**src/rtl/serial_pkg.sv**
```systemverilog
// Shared definitions for the serial operand transmitter: FSM state encoding,
// default operand width and the frame-length helper.
// Optional feature macro: SERIAL_TX_PARITY_EN (appends an even-parity bit).
package serial_pkg;

    typedef enum logic [1:0] {
        IDLE  = 2'b00,
        KICK  = 2'b01,
        SHIFT = 2'b10,
        DONE  = 2'b11
    } state_t;

    localparam int DEFAULT_N = 4;

    // Number of SHIFT cycles in one frame for an operand width of n bits.
    function automatic int frame_len(input int n);
`ifdef SERIAL_TX_PARITY_EN
        return 2 * n + 1;
`else
        return 2 * n;
`endif
    endfunction

endpackage

```
**src/rtl/piso_shift_reg.sv**
```systemverilog
// Parallel-in / serial-out shift register. Load has priority over shift.
// Shifts right, filling with zero, so bit 0 always holds the next bit out.
module piso_shift_reg #(
    parameter int W = 8
) (
    input  logic         clk,
    input  logic         reset,
    input  logic         load,
    input  logic         shift,
    input  logic [W-1:0] d,
    output logic         q0
);

    logic [W-1:0] r_q;

    // Register load/shift with asynchronous clear on active-low reset.
    always_ff @(posedge clk or negedge reset) begin
        if (!reset) begin
            r_q <= '0;
        end else if (load) begin
            r_q <= d;
        end else if (shift) begin
            r_q <= {1'b0, r_q[W-1:1]};
        end
    end

    assign q0 = r_q[0];

endmodule

```
**src/rtl/serial_operand_tx.sv**
```systemverilog
// Serial operand transmitter: captures {b,a} on an accepted start and sends
// it LSB first (A then B) to a serial adder, framed by a tx_start pulse
// before the data and a done pulse after it.
// Optional feature macro: SERIAL_TX_PARITY_EN (adds a trailing even-parity bit).
//
// Output protocol: tx_start is a one-cycle pulse in the cycle before the first
// data bit. so_valid qualifies so; it is high for exactly FRAME consecutive
// cycles and so is 0 whenever so_valid is low. There is no back-pressure: the
// downstream adder must accept one bit per cycle while so_valid is high.
// done pulses for one cycle after the last bit. start is only sampled in IDLE;
// a start seen while busy is dropped, not queued.
module serial_operand_tx
    import serial_pkg::*;
#(
    parameter int N = DEFAULT_N
) (
    input  logic         clk,
    input  logic         reset,
    input  logic         start,
    input  logic [N-1:0] a,
    input  logic [N-1:0] b,
    output logic         tx_start,
    output logic         so,
    output logic         so_valid,
    output logic         busy,
    output logic         done,
    output state_t       o_dbg_state
);

    localparam int            FRAME = frame_len(N);
    // Sized for 2N+2 so the post-increment value after the last bit never wraps.
    localparam int            CW    = $clog2(2 * N + 2);
    localparam logic [CW-1:0] LAST  = CW'(FRAME - 1);

    state_t        r_state;
    state_t        w_next;
    logic [CW-1:0] r_cnt;
    logic          w_load;
    logic          w_shift;
    logic          w_last;
    logic          w_q0;

    assign w_load  = (r_state == IDLE) && start;
    assign w_shift = (r_state == SHIFT);
    assign w_last  = w_shift && (r_cnt == LAST);

    piso_shift_reg #(
        .W (2 * N)
    ) u_piso (
        .clk   (clk),
        .reset (reset),
        .load  (w_load),
        .shift (w_shift),
        .d     ({b, a}),
        .q0    (w_q0)
    );

    // State register.
    always_ff @(posedge clk or negedge reset) begin
        if (!reset) begin
            r_state <= IDLE;
        end else begin
            r_state <= w_next;
        end
    end

    // Next-state logic.
    always_comb begin
        w_next = r_state;
        case (r_state)
            IDLE:    if (start)  w_next = KICK;
            KICK:                w_next = SHIFT;
            SHIFT:   if (w_last) w_next = DONE;
            DONE:                w_next = IDLE;
            default:             w_next = IDLE;
        endcase
    end

    // Bit counter: cleared on accept, advances once per SHIFT cycle.
    always_ff @(posedge clk or negedge reset) begin
        if (!reset) begin
            r_cnt <= '0;
        end else if (w_load) begin
            r_cnt <= '0;
        end else if (w_shift) begin
            r_cnt <= r_cnt + CW'(1);
        end
    end

`ifdef SERIAL_TX_PARITY_EN
    logic r_parity;

    // Even parity of the captured operands, emitted as the final frame bit.
    always_ff @(posedge clk or negedge reset) begin
        if (!reset) begin
            r_parity <= 1'b0;
        end else if (w_load) begin
            r_parity <= ^{b, a};
        end
    end
`endif

    // Moore outputs decoded from the current state.
    always_comb begin
        tx_start = 1'b0;
        so       = 1'b0;
        so_valid = 1'b0;
        busy     = 1'b1;
        done     = 1'b0;
        case (r_state)
            IDLE: busy = 1'b0;
            KICK: tx_start = 1'b1;
            SHIFT: begin
                so_valid = 1'b1;
`ifdef SERIAL_TX_PARITY_EN
                so = w_last ? r_parity : w_q0;
`else
                so = w_q0;
`endif
            end
            DONE: done = 1'b1;
            default: busy = 1'b0;
        endcase
    end

    assign o_dbg_state = r_state;

endmodule

```
**config.mk**
```make
export PLATFORM = sky130hd
export DESIGN_NAME = serial_operand_tx
export DESIGN_NICKNAME = d
export VERILOG_FILES = /design/src/rtl/serial_pkg.sv /design/src/rtl/piso_shift_reg.sv /design/src/rtl/serial_operand_tx.sv
export SDC_FILE = /design/constraint.sdc
export NUM_CORES = 1
export LEC_CHECK = 0
export CORE_ASPECT_RATIO = 0.9
export CORE_MARGIN = 2
export CORE_UTILIZATION = 50
export DETAILED_ROUTE_END_ITERATION = 8
export GPL_TIMING_DRIVEN = 0
export PLACE_DENSITY = 0.93
export SLEW_MARGIN = 20
export SYNTH_ARGS = -nofsm -noshare
export SYNTH_HDL_FRONTEND = slang
export SYNTH_SLANG_ARGS = --single-unit
```
**constraint.sdc**
```tcl
create_clock -name clk -period 2.4 [get_ports clk]
set_input_delay 0.48 -clock clk [delete_from_list [all_inputs] [get_ports clk]]
set_output_delay 0.48 -clock clk [all_outputs]
set_load 0.1 [all_outputs]
```
==> impl_metrics.tcl <==
set metrics [dict create \
    status "complete, no violations" \
    synthTopCellsByArea "dfrtp_1 (48%), mux2i_1 (11%), ha_1 (8.6%)" \
    critPathSlowestCell "clkdlybuf4s50_1" \
    design.core.area_um2 1399 \
    cp_slowest_stage_delay_ps 1150 \
    fmax_mhz 427.7 \
    yosysTopAreaCellShare_pct 48.36 \
    vias 533 \
    crit_required_ps 1920 \
    worstPathCellList "clkdlybuf4s50_1" \
    syn_nets 82 \
    critPathTopFamily "buffers and inverters" \
    cap_violations 0 \
    grt_util_all_layers_pct 17.66 \
    worstSetupEndpointType "output port" \
    routed_wl_mm 1.386 \
    async_reset_ff_share_pct 100.0 \
    ys_seq_area_share_pct 48.36 \
    cts_htree_levels 1 \
    synthCells 66 \
    drc 0 \
    fin_cells 102 \
    startpoint_type "register" \
    clk_latency_ps 280 \
    drtAntennaViolNets 0 \
    antenna_found_initial 0 \
    n_antenna_cell 0 \
    clock_sinks 14 \
    row_count 13 \
    drv_slew 0 \
    clockBufferDepth 2 \
    cts_root_buf "clkbuf_4" \
    final_area_um2 963.4 \
    synth_seq_cells 14 \
    grt_max_degree 15 \
    worst_pin_slew_ps 972.3 \
    dp_cells 98 \
    ys.flop_type "dfrtp_1" \
    grt_pass1_wl_mm 2.125 \
    crit_start "o_dbg_state[0]$_DFFE_PN0P_" \
    grt_pass1_vias 493 \
    crit_path_max_fanout 5 \
    yosysWarnings 0 \
    areaGrowthSynthToFinish_pct 32.99 \
    cts_tree "done" \
    arrival_ps 1860 \
    gp_congestion 0.7226 \
    pre_cts_slack_ps -365.7 \
    cts_made_buffers 3 \
    hold_path_depth 2 \
    viasPerCell 5.225 \
    timing.rr.start "o_dbg_state[0]$_DFFE_PN0P_" \
    final.setup.tns_ps 0 \
    setup_slack_ps 62.06 \
    drtIter0Drc 4 \
    netlist.top_cell.by_area "dfrtp_1" \
    endpoint "o_dbg_state[0]" \
    max_slew_margin_pct 34.98 \
    synth.most_common_cell "dfrtp_1" \
    path_class "reg2out" \
    overflow 0 \
    r2r_cells 5 \
    rsz0062_at_grt "false" \
    ys_types 22 \
    ff2ff_setup_slack_ps 920 \
    finalHoldViolCount 0 \
    synth_area_per_cell_um2 10.98 \
    io_buffer_count 17 \
    r2r-end "o_dbg_state[1]$_DFFE_PN0P_" \
    path_depth 1 \
    syn_area_um2 724.4 \
    place_area_um2 930.9 \
    setup_violations 0 \
    fin_skew_ps 9.105 \
    start_util_pct 51.79 \
    ioPinCount 18 \
    min_period_over_period_pct 97.41 \
    clk_pin_slew_ps 90 \
    critPathBufInv 1 \
    die_x_um 44.13 \
    dpl.hpwl_um 995.8 \
    layout-drive-gt1-share_pct 21.84 \
    hold_class "reg2reg" \
    fp.dieH_um 40.11 \
    first_pass_iters 3 \
    dieArea_um2 1770 \
    synth_edf_count 0 \
    final.min_clock_period_ps 2338 \
    synth_common_cells "dfrtp_1 (14), nand2_1 (9), mux2i_1 (8)" \
    nFillCells 121 \
    routedWlPerCell_um 13.59 \
    fin_nets 104 \
]
[tightest hold or removal path: stages, from the launching register on]
cell      delay, ps
dfrtp_1         400
nand2b_1         70
o21ai_1          50
[kinds of logic after synthesis]
group | Yosys count | synth area share, %
XOR/XNOR | 3 | 3.628
AND/OR/NAND/NOR | 18 | 11.40
AO/OA/AOI/OAI | 10 | 8.979
multiplexers | 9 | 13.13
flip-flops | 14 | 48.36
buffers and inverters | 7 | 5.871
adder cells (fa/ha/maj) | 5 | 8.636
[sequential cells by signal, summed over array words and instances, names as in the netlist]
register / flops
u_piso.r_q: 8
o_dbg_state: 2
r_cnt: 4
[cells in the final DEF (no fill, tap or decap), drive strengths merged, types with 3 or more instances in the layout]
cell type,n
inv,3
clkdlybuf4s50,12
nand2,9
dfrtp,14
mux2i,8
o21ai,8
ha,5
clkbuf,5
buf,4
nor2,4
[metrics by stage]
stage                     hold slack (ps)  util, %
after floorplan                     184.4        -
after global placement              512.7    66.55
after detailed placement            530.9    66.55
after CTS                           547.4    68.60
after global routing                579.9    68.87
final                               546.6    68.87
[how the worst min path moves through the flow]
stage                                    from                         end  slack, ps
CTS                 u_piso.r_q[7]$_DFFE_PN0P_   u_piso.r_q[7]$_DFFE_PN0P_        550
global route        u_piso.r_q[7]$_DFFE_PN0P_   u_piso.r_q[7]$_DFFE_PN0P_        580
detailed placement       r_cnt[3]$_DFFE_PN0P_        r_cnt[3]$_DFFE_PN0P_        530
floorplan                               reset  o_dbg_state[0]$_DFFE_PN0P_        180
global placement         r_cnt[3]$_DFFE_PN0P_        r_cnt[3]$_DFFE_PN0P_        510
finish              u_piso.r_q[7]$_DFFE_PN0P_   u_piso.r_q[7]$_DFFE_PN0P_        550
[layer usage]
metal	share of wire [%]	vias up	wire, um	global-route usage [%]
met5	0	-	0	0
met2	53	11	730	31.99
met1	42	261	589	19.83
met3	4.8	0	67	8.108
li1	-	261	-	-
met4	0	0	0	2.273
[final cells by class]
cell class	count	area [um2]	area share, %
Timing Repair Buffer	17	166.4	17.27
Tap cell	15	18.77	1.948
Multi-Input combinational cell	45	346.6	35.97
Inverter	3	11.26	1.169
Sequential cell	14	352.8	36.62
Buffer	4	31.28	3.247
Clock buffer	4	36.28	3.766
[repair_timing]
action	in CTS	in global routing
hold endpoints to repair	0	0
setup endpoints to repair	5	2
hold buffers	0	0
gates resized for setup	11	2
setup buffers	0	0
Power is not shown: default switching activity piles up to over one toggle a cycle in this logic, so the estimate is an artifact.
